==> config.mk <==
export PLATFORM = sky130hd
export DESIGN_NAME = des_key_schedule
export DESIGN_NICKNAME = d
export VERILOG_FILES = /design/src/rtl/des_pkg.sv /design/src/rtl/des_pc1_permute.sv /design/src/rtl/des_key_schedule.sv
export SDC_FILE = /design/constraint.sdc
export NUM_CORES = 1
export LEC_CHECK = 0
export BUFFER_PORTS_ARGS = -buffer_cell sky130_fd_sc_hd__buf_2
export CAP_MARGIN = 15
export CORE_ASPECT_RATIO = 0.75
export CORE_MARGIN = 3
export CORE_UTILIZATION = 57
export DETAILED_ROUTE_END_ITERATION = 10
export PLACE_DENSITY = 0.84
export SETUP_SLACK_MARGIN = 0.1
export SYNTH_ARGS = -nofsm -noshare
export SYNTH_HDL_FRONTEND = slang
export SYNTH_SLANG_ARGS = --single-unit
==> constraint.sdc <==
create_clock -name clk -period 3.66 [get_ports clk]
set_input_delay 0 -clock clk [delete_from_list [all_inputs] [get_ports clk]]
set_output_delay 0 -clock clk [all_outputs]
set_load 0.02 [all_outputs]
==> src/rtl/des_pkg.sv <==
// des_pkg: DES key-schedule tables, types and C/D rotation helper.
package des_pkg;
  typedef logic [0:63] des_key_t;
  typedef logic [0:27] des_cd_t;
  typedef logic [0:47] des_subkey_t;
  typedef enum logic {IDLE, GEN} ks_state_t;
  // Table entries are 0-based bit indices (DES bit n -> n-1).
  localparam logic [5:0] PC1_TABLE [0:55] = '{
    6'd56, 6'd48, 6'd40, 6'd32, 6'd24, 6'd16, 6'd8,
    6'd0,  6'd57, 6'd49, 6'd41, 6'd33, 6'd25, 6'd17,
    6'd9,  6'd1,  6'd58, 6'd50, 6'd42, 6'd34, 6'd26,
    6'd18, 6'd10, 6'd2,  6'd59, 6'd51, 6'd43, 6'd35,
    6'd62, 6'd54, 6'd46, 6'd38, 6'd30, 6'd22, 6'd14,
    6'd6,  6'd61, 6'd53, 6'd45, 6'd37, 6'd29, 6'd21,
    6'd13, 6'd5,  6'd60, 6'd52, 6'd44, 6'd36, 6'd28,
    6'd20, 6'd12, 6'd4,  6'd27, 6'd19, 6'd11, 6'd3};
  localparam logic [5:0] PC2_TABLE [0:47] = '{
    6'd13, 6'd16, 6'd10, 6'd23, 6'd0,  6'd4,
    6'd2,  6'd27, 6'd14, 6'd5,  6'd20, 6'd9,
    6'd22, 6'd18, 6'd11, 6'd3,  6'd25, 6'd7,
    6'd15, 6'd6,  6'd26, 6'd19, 6'd12, 6'd1,
    6'd40, 6'd51, 6'd30, 6'd36, 6'd46, 6'd54,
    6'd29, 6'd39, 6'd50, 6'd44, 6'd32, 6'd47,
    6'd43, 6'd48, 6'd38, 6'd55, 6'd33, 6'd52,
    6'd45, 6'd41, 6'd49, 6'd35, 6'd28, 6'd31};
  localparam logic [1:0] SHIFT_SCHED [0:15] = '{
    2'd1, 2'd1, 2'd2, 2'd2, 2'd2, 2'd2, 2'd2, 2'd2,
    2'd1, 2'd2, 2'd2, 2'd2, 2'd2, 2'd2, 2'd2, 2'd1};
  function automatic des_cd_t rot_cd(input des_cd_t x, input logic [1:0] n, input logic right);
    return right ? (n == 2'd2 ? {x[26:27], x[0:25]} : n == 2'd1 ? {x[27], x[0:26]} : x)
                 : (n == 2'd2 ? {x[2:27], x[0:1]} : n == 2'd1 ? {x[1:27], x[0]} : x);
  endfunction
endpackage

==> src/rtl/des_pc1_permute.sv <==
// des_pc1_permute: combinational PC-1 selection, 64-bit key to 56-bit C||D.
module des_pc1_permute
  import des_pkg::*;
(
  input  des_key_t    key,
  output logic [0:55] cd
);
  always_comb
    for (int i = 0; i < 56; i++) cd[i] = key[PC1_TABLE[i]];
endmodule

==> src/rtl/des_key_schedule.sv <==
// des_key_schedule: sequential DES/3DES round-key generator with valid/ready handshakes.
// Optional DES_KEY_PARITY_CHECK_EN adds a registered odd-parity error flag on accepted keys.
module des_key_schedule
  import des_pkg::*;
#(
  parameter int NUM_KEYS = 3
) (
  input  logic                    clk,
  input  logic                    n_rst,
  input  logic                    key_valid,
  output logic                    key_ready,
  input  logic [0:64*NUM_KEYS-1]  key_in,
  input  logic                    mode,
  input  logic                    flush,
  output logic                    subkey_valid,
  input  logic                    subkey_ready,
  output des_subkey_t             subkey,
  output logic [3:0]              round_idx,
  output logic [1:0]              pass_idx,
  output logic                    last,
  output logic                    busy
`ifdef DES_KEY_PARITY_CHECK_EN
  ,
  output logic                    parity_err
`endif
);
  localparam logic [1:0] LAST_PASS = (NUM_KEYS == 1) ? 2'd0 : 2'd2;
  if (NUM_KEYS < 1 || NUM_KEYS > 3) begin : g_bad_num_keys
    $error("des_key_schedule: NUM_KEYS must be 1..3");
  end
  ks_state_t state_q, state_d;
  logic [0:64*NUM_KEYS-1] keys_q, keys_d;
  logic mode_q, mode_d;
  des_cd_t c_q, c_d, d_q, d_d;
  logic [3:0] round_q, round_d;
  logic [1:0] pass_q, pass_d, sh;
  des_key_t kin [0:2];
  des_key_t kreg [0:2];
  des_key_t pass_key;
  logic [0:55] pc1_cd, cd;
  logic gen, hs, accept, load_dec, cur_dec;
  // Logical K1..K3 map onto physical slots modulo NUM_KEYS (K3 = K1 when NUM_KEYS = 2).
  always_comb
    for (int i = 0; i < 3; i++) begin
      kin[i] = key_in[64*(i%NUM_KEYS) +: 64];
      kreg[i] = keys_q[64*(i%NUM_KEYS) +: 64];
    end
  assign gen = state_q == GEN;
  assign pass_key = gen ? kreg[pass_q == 2'd0 ? 2'd1 : (mode_q ? 2'd0 : 2'd2)] : kin[mode ? 2'd2 : 2'd0];
  assign load_dec = gen ? (pass_q == 2'd0 ? !mode_q : mode_q) : mode;
  assign cur_dec = mode_q ^ (pass_q == 2'd1);
  assign sh = cur_dec ? SHIFT_SCHED[4'd15 - round_q] : SHIFT_SCHED[round_q + 4'd1];
  assign hs = gen && subkey_ready;
  assign accept = !gen && key_valid && !flush;
  des_pc1_permute u_pc1 (.key(pass_key), .cd(pc1_cd));
  always_comb begin
    state_d = state_q;
    keys_d = keys_q;
    mode_d = mode_q;
    c_d = c_q;
    d_d = d_q;
    round_d = round_q;
    pass_d = pass_q;
    if (flush) begin
      state_d = IDLE;
      round_d = '0;
      pass_d = '0;
    end else if (accept || (hs && !last && round_q == 4'd15)) begin
      state_d = GEN;
      keys_d = accept ? key_in : keys_q;
      mode_d = accept ? mode : mode_q;
      pass_d = accept ? 2'd0 : pass_q + 2'd1;
      c_d = rot_cd(pc1_cd[0:27], load_dec ? 2'd0 : 2'd1, 1'b0);
      d_d = rot_cd(pc1_cd[28:55], load_dec ? 2'd0 : 2'd1, 1'b0);
      round_d = '0;
    end else if (hs && last) begin
      state_d = IDLE;
      round_d = '0;
      pass_d = '0;
    end else if (hs) begin
      c_d = rot_cd(c_q, sh, cur_dec);
      d_d = rot_cd(d_q, sh, cur_dec);
      round_d = round_q + 4'd1;
    end
  end
  always_ff @(posedge clk or negedge n_rst)
    if (!n_rst) begin
      state_q <= IDLE;
      keys_q <= '0;
      mode_q <= 1'b0;
      c_q <= '0;
      d_q <= '0;
      round_q <= '0;
      pass_q <= '0;
    end else begin
      state_q <= state_d;
      keys_q <= keys_d;
      mode_q <= mode_d;
      c_q <= c_d;
      d_q <= d_d;
      round_q <= round_d;
      pass_q <= pass_d;
    end
  assign cd = {c_q, d_q};
  always_comb
    for (int i = 0; i < 48; i++) subkey[i] = cd[PC2_TABLE[i]];
  assign key_ready = !gen;
  assign subkey_valid = gen;
  assign busy = gen;
  assign round_idx = round_q;
  assign pass_idx = pass_q;
  assign last = gen && round_q == 4'd15 && pass_q == LAST_PASS;
`ifdef DES_KEY_PARITY_CHECK_EN
  logic parity_err_q, parity_err_d;
  always_comb begin
    parity_err_d = flush ? 1'b0 : parity_err_q;
    if (accept) begin
      parity_err_d = 1'b0;
      for (int i = 0; i < 8*NUM_KEYS; i++) parity_err_d = parity_err_d | ~^key_in[8*i +: 8];
    end
  end
  always_ff @(posedge clk or negedge n_rst)
    if (!n_rst) parity_err_q <= 1'b0;
    else parity_err_q <= parity_err_d;
  assign parity_err = parity_err_q;
`endif
endmodule

# Word-level counts from Yosys, hierarchy flattened
# Memory sizes are Yosys's and may differ from the RTL's.
# Cells that the tools add are included.
# word_totals
wordCells	99
ram_bits	0
latch_bits	0
regBits	256
romBits	64
memories	2
# memory_table
name	depth	word_bits	read_ports	rd_ports_with_merged_regs	wr	line_no	rtl
(name not given)	16	2	1	0	0	des_key_schedule.sv:52	assign sh = cur_dec ? SHIFT_SCHED[4'd15 - round_q] : SHIFT_SCHED[round_q + 4'd1];
(name not given)	16	2	1	0	0	des_key_schedule.sv:52	
# op_classes
magnitude_cmp	4
eq_ne	8
reduce_logical	20
n_addsub	3
mux	49
bitwise_logic	6
shifts	0
div_mod_pow	0
multipliers	0
# op_table
op	n
28-bit 2-to-1 mux	20
64-bit 2-to-1 mux	5
64-bit binary-select mux with 2-bit select	2
2-bit 2-to-1 mux	12
4-bit 2-to-1 mux	4
5-bit >= comparator, second input constant	2
4-bit inverter with 5-bit output	2
1-bit logical AND	8
3-bit >= comparator, second input constant	2
1-bit 2-to-1 mux	6
2-bit inverter with 3-bit output	2
3-bit nonzero test	2
4-bit by 1-bit adder with 4-bit output, second input constant	1
2-bit by 1-bit equality test with 1-bit output, second input constant	2
2-bit equality test, second input constant	2
4-bit equality test, second input constant	1
1-bit logical NOT	4
4-bit AND reduction	1
4-bit nonzero test	1
4-bit subtractor, first input constant	1
3-bit AND reduction	1
2-bit by 1-bit adder with 2-bit output, second input constant	1
1-bit by 2-bit equality test with 1-bit output, second input constant	1
2-bit logical NOT	1
6 further kinds	6

# Depth between registers and ports, before layout
# Gate-level depths: netlist of the first run.
# depth
depth_word	13
mapped_depth	13
ltp_nobuf	10

# Hierarchy
# From an unflattened synthesis of the first run, not the netlist that was laid out.
# hier_totals
cells_unflattened	1860
area_unflattened_um2	15626.2
# modules_own_cells
mod	cells_per_inst	seq_area_each_um2	instances	area_per_inst_um2
des_key_schedule	1804	6406.1	1	15205.8
des_pc1_permute	56	0.0	1	420.4

# Worst setup path before layout of the first run
# OpenSTA, ideal clock, no wires.
# synth_timing
path_kind	reg-to-reg
start	reg pass_q[0], in the netlist pass_idx[0]
end	reg c_q[10]
required_ns	3.520
setup_ns	0.140
stages_incl_launch_ff	13
period_less_slack_ns	3.051
setup_slack_ns	0.609
t_arrival_ns	2.911
cell_sequence	dfrtp_1 -> inv_1 -> ha_1 -> buf_1 -> inv_1 -> ha_1 -> clkbuf_1 -> buf_1 -> buf_1 -> mux2i_1 -> o21ai_0 -> a221oi_1 -> o41ai_1
# synth_between
elab_chain_len	10
elab_cells_between_ends	36
classes_between	eq/ne: 7; mux: 17; bitwise: 2; reduce/logical: 10
# synth_rtl
item	line_no	rtl
start: declaration	des_key_schedule.sv:36	logic [1:0] pass_q, pass_d, sh;
start signal: assignment	des_key_schedule.sv:102	pass_q <= pass_d;
2-bit logical NOT	des_key_schedule.sv:49, des_key_schedule.sv:50	
2-bit 2-to-1 mux	des_key_schedule.sv:49	assign pass_key = gen ? kreg[pass_q == 2'd0 ? 2'd1 : (mode_q ? 2'd0 : 2'd2)] : kin[mode ? 2'd2 : 2'd0];
2-bit inverter with 3-bit output	des_key_schedule.sv:49	
64-bit binary-select mux with 2-bit select	des_key_schedule.sv:49	
64-bit 2-to-1 mux (3 in series)	des_key_schedule.sv:49	
28-bit 2-to-1 mux (2 in series)	des_pkg.sv:31	: (n == 2'd2 ? {x[2:27], x[0:1]} : n == 2'd1 ? {x[1:27], x[0]} : x);
28-bit 2-to-1 mux	des_key_schedule.sv:68	end else if (accept || (hs && !last && round_q == 4'd15)) begin
end signal: assignment	des_key_schedule.sv:91	c_q <= '0;
end signal: assignment	des_key_schedule.sv:99	c_q <= c_d;
end: declaration	des_key_schedule.sv:34	des_cd_t c_q, c_d, d_q, d_d;
# Several ways; a longest one is shown, not always the timed one. The select of a mux whose other input is x is not followed.
# A chain may end at the register's enable or synchronous reset.

# Worst setup path in the final report of the first run
# layout_timing
start	reg round_q[1], in the netlist round_idx[1]
end	reg c_q[16]
# layout_between
elab_chain_len	12
elab_cells_between_ends	31
classes_between	add/sub: 2; eq/ne: 4; mux: 11; bitwise: 2; reduce/logical: 10; memory: 2
# layout_rtl
item	line_no	rtl
start: declaration	des_key_schedule.sv:35	logic [3:0] round_q, round_d;
start signal: assignment	des_key_schedule.sv:101	round_q <= round_d;
4-bit by 1-bit adder with 4-bit output / 4-bit subtractor (equally long branches)	des_key_schedule.sv:52	
4-bit inverter with 5-bit output (implied by the code)	des_key_schedule.sv:52	
memory 16 x 2 bit	--	
2-bit 2-to-1 mux (implied by the code) (2 in series)	des_key_schedule.sv:52	
2-bit 2-to-1 mux	des_key_schedule.sv:52	
2-bit equality test	des_pkg.sv:30, des_pkg.sv:31	
28-bit 2-to-1 mux (on tied branches)	des_pkg.sv:31, des_pkg.sv:30	
28-bit 2-to-1 mux	des_pkg.sv:30	return right ? (n == 2'd2 ? {x[26:27], x[0:25]} : n == 2'd1 ? {x[27], x[0:26]} : x)
28-bit 2-to-1 mux	des_key_schedule.sv:80	end else if (hs) begin
28-bit 2-to-1 mux	des_key_schedule.sv:76	end else if (hs && last) begin
28-bit 2-to-1 mux	des_key_schedule.sv:68	
# Several ways; a longest one is shown, not always the timed one. The select of a mux whose other input is x is not followed.

==> results.tsv, run 1 <==
stage	metric	value	unit
setup_path	Slowest-stage cell, CP	dfrtp_1	
timing	TNS Setup	0	ns
setup_path	element type at the critical path end	flip-flop	
outcome	result of the run	completed	
setup_path	type of element launching the critical path	flip-flop	
timing	post-route clock skew	0.01817	ns
drt	vias per inst	6.894	
pwr	switching power of the nets	0.003023	W
logic_synthesis	Top FF cell, synth	dfrtp_1	
setup_path	Required @ worst endpoint	4.05	ns
logic_synthesis	EDFF count, synth	0	
drt	Wirelength per Cell	25.52	um
flow_run	# Max-Cap Violations	0	
timing	number of setup violations in the final report	0	
final_layout	post-route core utilization	0.7453	
logic_synthesis	post-synthesis sequential area ratio	0.4192	
cts	maximum clock path buffer count	3	
cts	CTS H-Tree Depth	1	
final_layout	layout filler cell count	1436	
global_route	initial antenna violation count	9	
global_route	largest net degree at the start of global routing	137	
min_path	type of the worst min-delay path	primary input to async pin	
pwr	proportion of power drawn by the clock network	0.300	
timing	slew at the pin with the worst max-slew slack	1.144	ns
setup_path	slack of the worst reg-to-reg path	0.29	ns
logic_synthesis	post-synth design cell area	13850	sq um
final_layout	Final #Nets	1940	
setup_path	crit-path max FO	49	
drt	routed wire length	52550	um
pwr	leak pwr	7.911	nW
drt	vias after detailed routing	14195	
pwr	internal cell power	0.005802	W
setup_path	cells traversed along the worst timing path	ha_1, xnor2_1, mux2_1, a211o_1, and3_1, o31a_2, buf_12, o41ai_1	
cts	Num Clock Sinks	232	
final_layout	share of layout cells above drive strength 1	0.2767	
pwr	power consumption	0.008825	W
logic_synthesis	mean instance size in the synthesized netlist	9.498	sq um
global_route	GRT Overall Usage	0.3946	
setup_path	critical path's largest stage delay	0.53	ns
placed_design	placed cell area	14840	sq um
die	core outline area	23420	sq um
logic_synthesis	number of synthesized register bits	232	
die	die outline height	141.0	um
pwr	switching share of total power	0.3426	
global_route	via count of the first global-routing pass	14107	
logic_synthesis	ys async rst share	1.000	
logic_synthesis	list of most frequent post-synthesis cells	256 x nand2_1, 232 x dfrtp_1, 168 x mux2_2	
die	IO Count	256	
timing	RSZ-0062 raised after global routing	false	
placed_design	total half-perimeter wirelength after legalization and detailed placement	29940	um
cts	number of clock buffers inserted by TritonCTS	24	
drt	count of antenna-violating nets left after detailed routing	0	
timing	clock period minus final worst setup slack	3.366	ns
global_route	final global-route overflow total	0	
pwr	VDD IR max	0.3622	mV
final_layout	Final Cell Area	17460	sq um
pwr	cell area power density	505.6	nW/um^2
timing	pins over their slew limit	0	
timing	minimum setup slack in the final design	0.2937	ns
placed_design	GPL Wtd Cong	0.8807	
drt	number of detailed-routing iterations run before antenna repair	6	
logic_synthesis	most frequently used cell type in the post-synthesis netlist	nand2_1	
logic_synthesis	top-area cell type share of the netlist area	0.4192	
die	chip width	186.0	um
global_route	wire length of the first global-routing pass	80810	um
die	full die area	26220	sq um
setup_path	Buffers & Inverters on Critical Path	1	
pwr	logic gate share of total power	0.290	
logic_synthesis	number of cells produced by synthesis	1458	
cts	clock transition at the registers of the reported paths	0.07	ns
logic_synthesis	cell types with the largest area share after synthesis	dfrtp_1 42%, mux2_2 14%, nand2_1 6.9%, a21oi_1 5.3%, and3_1 5.0%	
cts	TritonCTS clock tree	done	
drt	number of remaining DRC errors	0	
logic_synthesis	largest area contributor in the synthesized netlist	dfrtp_1	
die	Row Count	48	
timing	maximum clock frequency	297.1	MHz
placed_design	IO Port Bufs	231	
logic_synthesis	number of warning messages in the yosys log	0	
setup_path	Arr. time, crit path	3.75	ns
final_layout	Area Overhead vs Synth	26.06	%
die	Starting Density	0.5912	
setup_path	crit-path leading delay family	compound AO/OA/AOI/OAI gates	
logic_synthesis	Post-Syn Nets	1666	
setup_path	type of the worst setup path	flip-flop to flip-flop	
timing	final worst-path cycle share	0.9197	
timing	number of endpoints with negative hold slack in the final report	0	
pwr	sequential cell fraction of total power	0.410	
cts	clock latency on the worst-skew pair	0.53	ns
placed_design	DP Worst Slack	0.2034	ns
cts	cell at the root of the clock tree	clkbuf_16	
logic_synthesis	count of different cell masters after synthesis	42	
timing	worst-case headroom to the max-slew limit	0.2371	
drt	count of routing violations after the opening detailed-route iteration	2467	
[power groups by stage]
stage	Sequential [W]	Combinational [W]	Clock (W)
floorplan	0.00346	0.00183	0
global placement	0.00358	0.00221	0
detailed placement	0.00362	0.00227	0
CTS	0.00358	0.00244	0.00260
global route	0.00368	0.00275	0.00274
finish	0.00362	0.00256	0.00264
[worst paths after layout]
check                                  start           to  cells past startpoint
worst max-delay path            round_idx[1]      c_q[16]                      8
worst min-delay path                   n_rst       d_q[7]                      2
worst max register to register  round_idx[1]      c_q[16]                      8
worst min register to register   keys_q[128]  keys_q[128]                      1
max in group asynchronous              n_rst      c_q[25]                      3
min in group clk                  key_in[73]   keys_q[73]                      3
[cells by family after synthesis]
family | count (synthesis) | synth area share
compound gates | 375 | 0.1830
fa+ha+maj | 10 | 0.009035
flops | 232 | 0.4192
mux | 227 | 0.1793
simple gates | 414 | 0.1362
buf+inv | 195 | 0.07002
xor+xnor | 5 | 0.003163
[layout make-up]
cell class | count | area [sq um] | share of cell area
inverters | 7 | 26.28 | 0.001505
clock buffers | 36 | 705.7 | 0.04042
flip-flops and latches | 232 | 5806 | 0.3326
repair buffers | 436 | 3213 | 0.1841
well taps | 300 | 375.4 | 0.02150
multi-input cells | 1031 | 7182 | 0.4114
diodes | 10 | 25.02 | 0.001433
clock inverters | 7 | 123.9 | 0.007096
[timing repair]
item,CTS,global route
resized for setup,0,2
hold buffers,173,0
endpoints found under the setup margin,0,48
setup buffers,0,0
endpoints found under the hold margin,303,0
[worst register-to-register path: cells and delay by family, from the launching register on]
| kind | cells | cell delay [ns] |
|---|---|---|
| AOI/OAI and AO/OA | 3 | 1.29 |
| xor gates and xnor gates | 1 | 0.18 |
| adders and majority gates | 1 | 0.45 |
| buffers and inverters | 1 | 0.22 |
| DFF | 1 | 0.53 |
| muxes | 1 | 0.34 |
| and+or+nand+nor | 1 | 0.23 |
[flip-flops by register name, indices dropped and copies added, names as in the netlist]
register and count:
round_idx 4, d_q 28, keys_q 168, busy 1, mode_q 1, c_q 28
pass_idx 2
[metal layers]
metal	share of wire	global-route usage
met4	0.056	0.1680
met2	0.43	0.5948
met1	0.36	0.5148
met5	0.00055	0
met3	0.15	0.1457
[layout by cell type, fill, tap and decap left out, types with 9 or more instances in the layout]
master,count
and3_1,110
o21ai_0,49
a21oi_1,145
o311ai_0,56
diode_2,10
buf_2,230
nor3_1,9
mux2_2,168
dlygate4sd3_1,173
nand2_1,256
nor2_1,17
mux2i_1,58
a221oi_1,44
dfrtp_1,232
o41ai_1,57
clkbuf_16,24
buf_4,26
[per-stage QoR]
stage	hold slack, ns	instances
floorplan	-0.2956	1458
global placement	0.1531	1832
detailed placement	0.1739	1832
CTS	0.2190	2048
global route	0.2419	2054
finish	0.1526	2059
No activity file was read; power rests on OpenSTA's default activity.
==> run 2: changes to the inputs <==
CAP_MARGIN = 10   (was 15)
REMOVE_ABC_BUFFERS = 1   (was default)
==> run 2 against run 1 <==
Against the previous run:
- sequential power is essentially flat
- highest routed layer is now met4
- largest cell class unchanged
- combinational power about the same
- core utilization barely moved
- non-clock buffer count is 1 lower
- first-iteration DRC count is 24% lower
- critical path type unchanged
==> results.tsv, run 2 (same netlist as run 1, synthesis figures left out) <==
stage	metric	value	unit
outcome	result of the run	completed	
global_route	wire length of the first global-routing pass	75840	um
drt	routed metal-1 wire length	18170	um
timing	final worst-path cycle share	0.9044	
die	core outline area	23420	sq um
cts	number of clock buffers inserted by TritonCTS	25	
final_layout	Final #Nets	1940	
placed_design	IO Port Bufs	231	
final_layout	FF+latch area	5806	sq um
drt	number of detailed-routing iterations run before antenna repair	6	
cts	maximum clock path buffer count	3	
die	Starting Density	0.5912	
global_route	GRT Overall Usage	0.3599	
final_layout	Final Cell Area	17450	sq um
timing	number of endpoints with negative hold slack in the final report	0	
final_layout	layout filler cell count	1523	
final_layout	final instance count without filler cells	2052	
timing	RSZ-0062 raised after global routing	false	
setup_path	crit-path leading delay family	compound AO/OA/AOI/OAI gates	
setup_path	Buffers & Inverters on Critical Path	3	
final_layout	commonest non-fill, non-tap cell in the layout	nand2_1	
global_route	via count of the first global-routing pass	13831	
timing	pins over their slew limit	0	
cts	cell at the root of the clock tree	clkbuf_16	
global_route	final global-route overflow total	0	
placed_design	placed insts	1832	
drt	Wirelength per Cell	23.69	um
drt	count of antenna-violating nets left after detailed routing	0	
die	die outline height	141.0	um
global_route	initial antenna violation count	2	
timing	post-route clock skew	0.01140	ns
die	IO Count	256	
timing	number of setup violations in the final report	0	
setup_path	slack of the worst reg-to-reg path	0.35	ns
setup_path	type of element launching the critical path	flip-flop	
final_layout	multi-input logic area	7194	sq um
die	Row Count	48	
timing	slew at the pin with the worst max-slew slack	1.119	ns
setup_path	cells traversed along the worst timing path	inv_1, ha_1, nor4_1, o41ai_1, buf_4, and3_2, o31a_2, buf_4, o41ai_1	
drt	routed wire length	48620	um
drt	Top Metal Used	met4	
drt	detailed-routed wire length on met2	22030	um
drt	vias per inst	6.723	
drt	Met3 Routed Length	6507	um
setup_path	Arr. time, crit path	3.71	ns
cts	TritonCTS clock tree	done	
cts	CTS H-Tree Depth	1	
flow_run	# Max-Cap Violations	0	
pwr	power consumption	0.008813	W
timing	worst-case headroom to the max-slew limit	0.2541	
cts	Num Clock Sinks	232	
pwr	leak pwr	7.909	nW
drt	vias after detailed routing	13796	
final_layout	largest registers	keys_q x168, c_q x28, d_q x28	
setup_path	Slowest-stage cell, CP	dfrtp_1	
final_layout	Area Overhead vs Synth	25.99	%
setup_path	crit-path max FO	56	
drt	count of routing violations after the opening detailed-route iteration	1874	
cts	clock latency on the worst-skew pair	0.53	ns
setup_path	Required @ worst endpoint	4.06	ns
timing	clock period minus final worst setup slack	3.310	ns
setup_path	element type at the critical path end	flip-flop	
final_layout	register containing the most flip-flops in the final layout	keys_q	
setup_path	type of the worst setup path	flip-flop to flip-flop	
pwr	cell area power density	505.1	nW/um^2
setup_path	critical path's largest stage delay	0.49	ns
final_layout	number of flip-flops under the largest register name	168	
final_layout	highest-count cells in the layout ignoring fill and taps	255 x nand2_1, 232 x dfrtp_1, 230 x buf_2	
die	full die area	26220	sq um
die	chip width	186.0	um
cts	clock transition at the registers of the reported paths	0.06	ns
min_path	type of the worst min-delay path	primary input to async pin	
pwr	VDD IR max	0.3916	mV
placed_design	GPL Wtd Cong	0.8485	
timing	TNS Setup	0	ns
global_route	largest net degree at the start of global routing	171	
placed_design	placed cell area	14870	sq um
drt	number of remaining DRC errors	0	
timing	maximum clock frequency	302.1	MHz
placed_design	DP Worst Slack	0.3352	ns
final_layout	share of layout cells above drive strength 1	0.2806	
timing	minimum setup slack in the final design	0.3501	ns
placed_design	total half-perimeter wirelength after legalization and detailed placement	27110	um
==> run 2: where the power goes <==
group / switching, W / internal, W
combinational: 0.00145 / 0.00112
clock: 0.00111 / 0.00153
sequential: 0.000464 / 0.00314
total: 0.00303 / 0.00579
==> run 2: final timing paths <==
kind | from | cells past startpoint | end
min | n_rst | 2 | keys_q[104]
max reg2reg | round_idx[0] | 9 | c_q[10]
min in group clk | key_in[105] | 3 | keys_q[105]
max | round_idx[0] | 9 | c_q[10]
max in group asynchronous | n_rst | 3 | keys_q[29]
min reg2reg | keys_q[40] | 1 | keys_q[40]
==> run 2: per-stage QoR <==
stage / hold WS [ns] / util
after floorplan: -0.2956 / -
after global placement: 0.1256 / 0.6347
after detailed placement: 0.1181 / 0.6347
after CTS: 0.1483 / 0.7443
after global routing: 0.1974 / 0.7449
final: 0.1270 / 0.7449
==> run 2: metal layers <==
metal | vias up | global-route usage
li1 | 5879 | -
met1 | 6601 | 0.4857
met2 | 1133 | 0.5632
met3 | 183 | 0.09182
met4 | 0 | 0.1347
met5 | - | 0
==> run 2: worst register-to-register path, cell delays in order (launching register included) <==
cell and delay [ns]:
dfrtp_1 0.49, inv_1 0.17, ha_1 0.37, nor4_1 0.48, o41ai_1 0.15, buf_4 0.16
and3_2 0.21, o31a_2 0.31, buf_4 0.33, o41ai_1 0.50
==> run 2: final cells by class <==
class                           count  share of cell area
Multi-Input combinational cell   1031              0.4123
Sequential cell                   232              0.3327
Timing Repair Buffer              435              0.1837
Clock buffer                       32             0.03908
Tap cell                          300             0.02151
Clock inverter                     13            0.008820
Inverter                            7            0.001506
Antenna cell                        2           0.0002868
==> run 2: what timing repair did <==
action	4_1_cts	5_1_grt
setup endpoints to repair	0	10
gates resized for setup	0	2
endpoints found under the hold margin	285	0
setup buffers	0	0
hold buffers	173	0
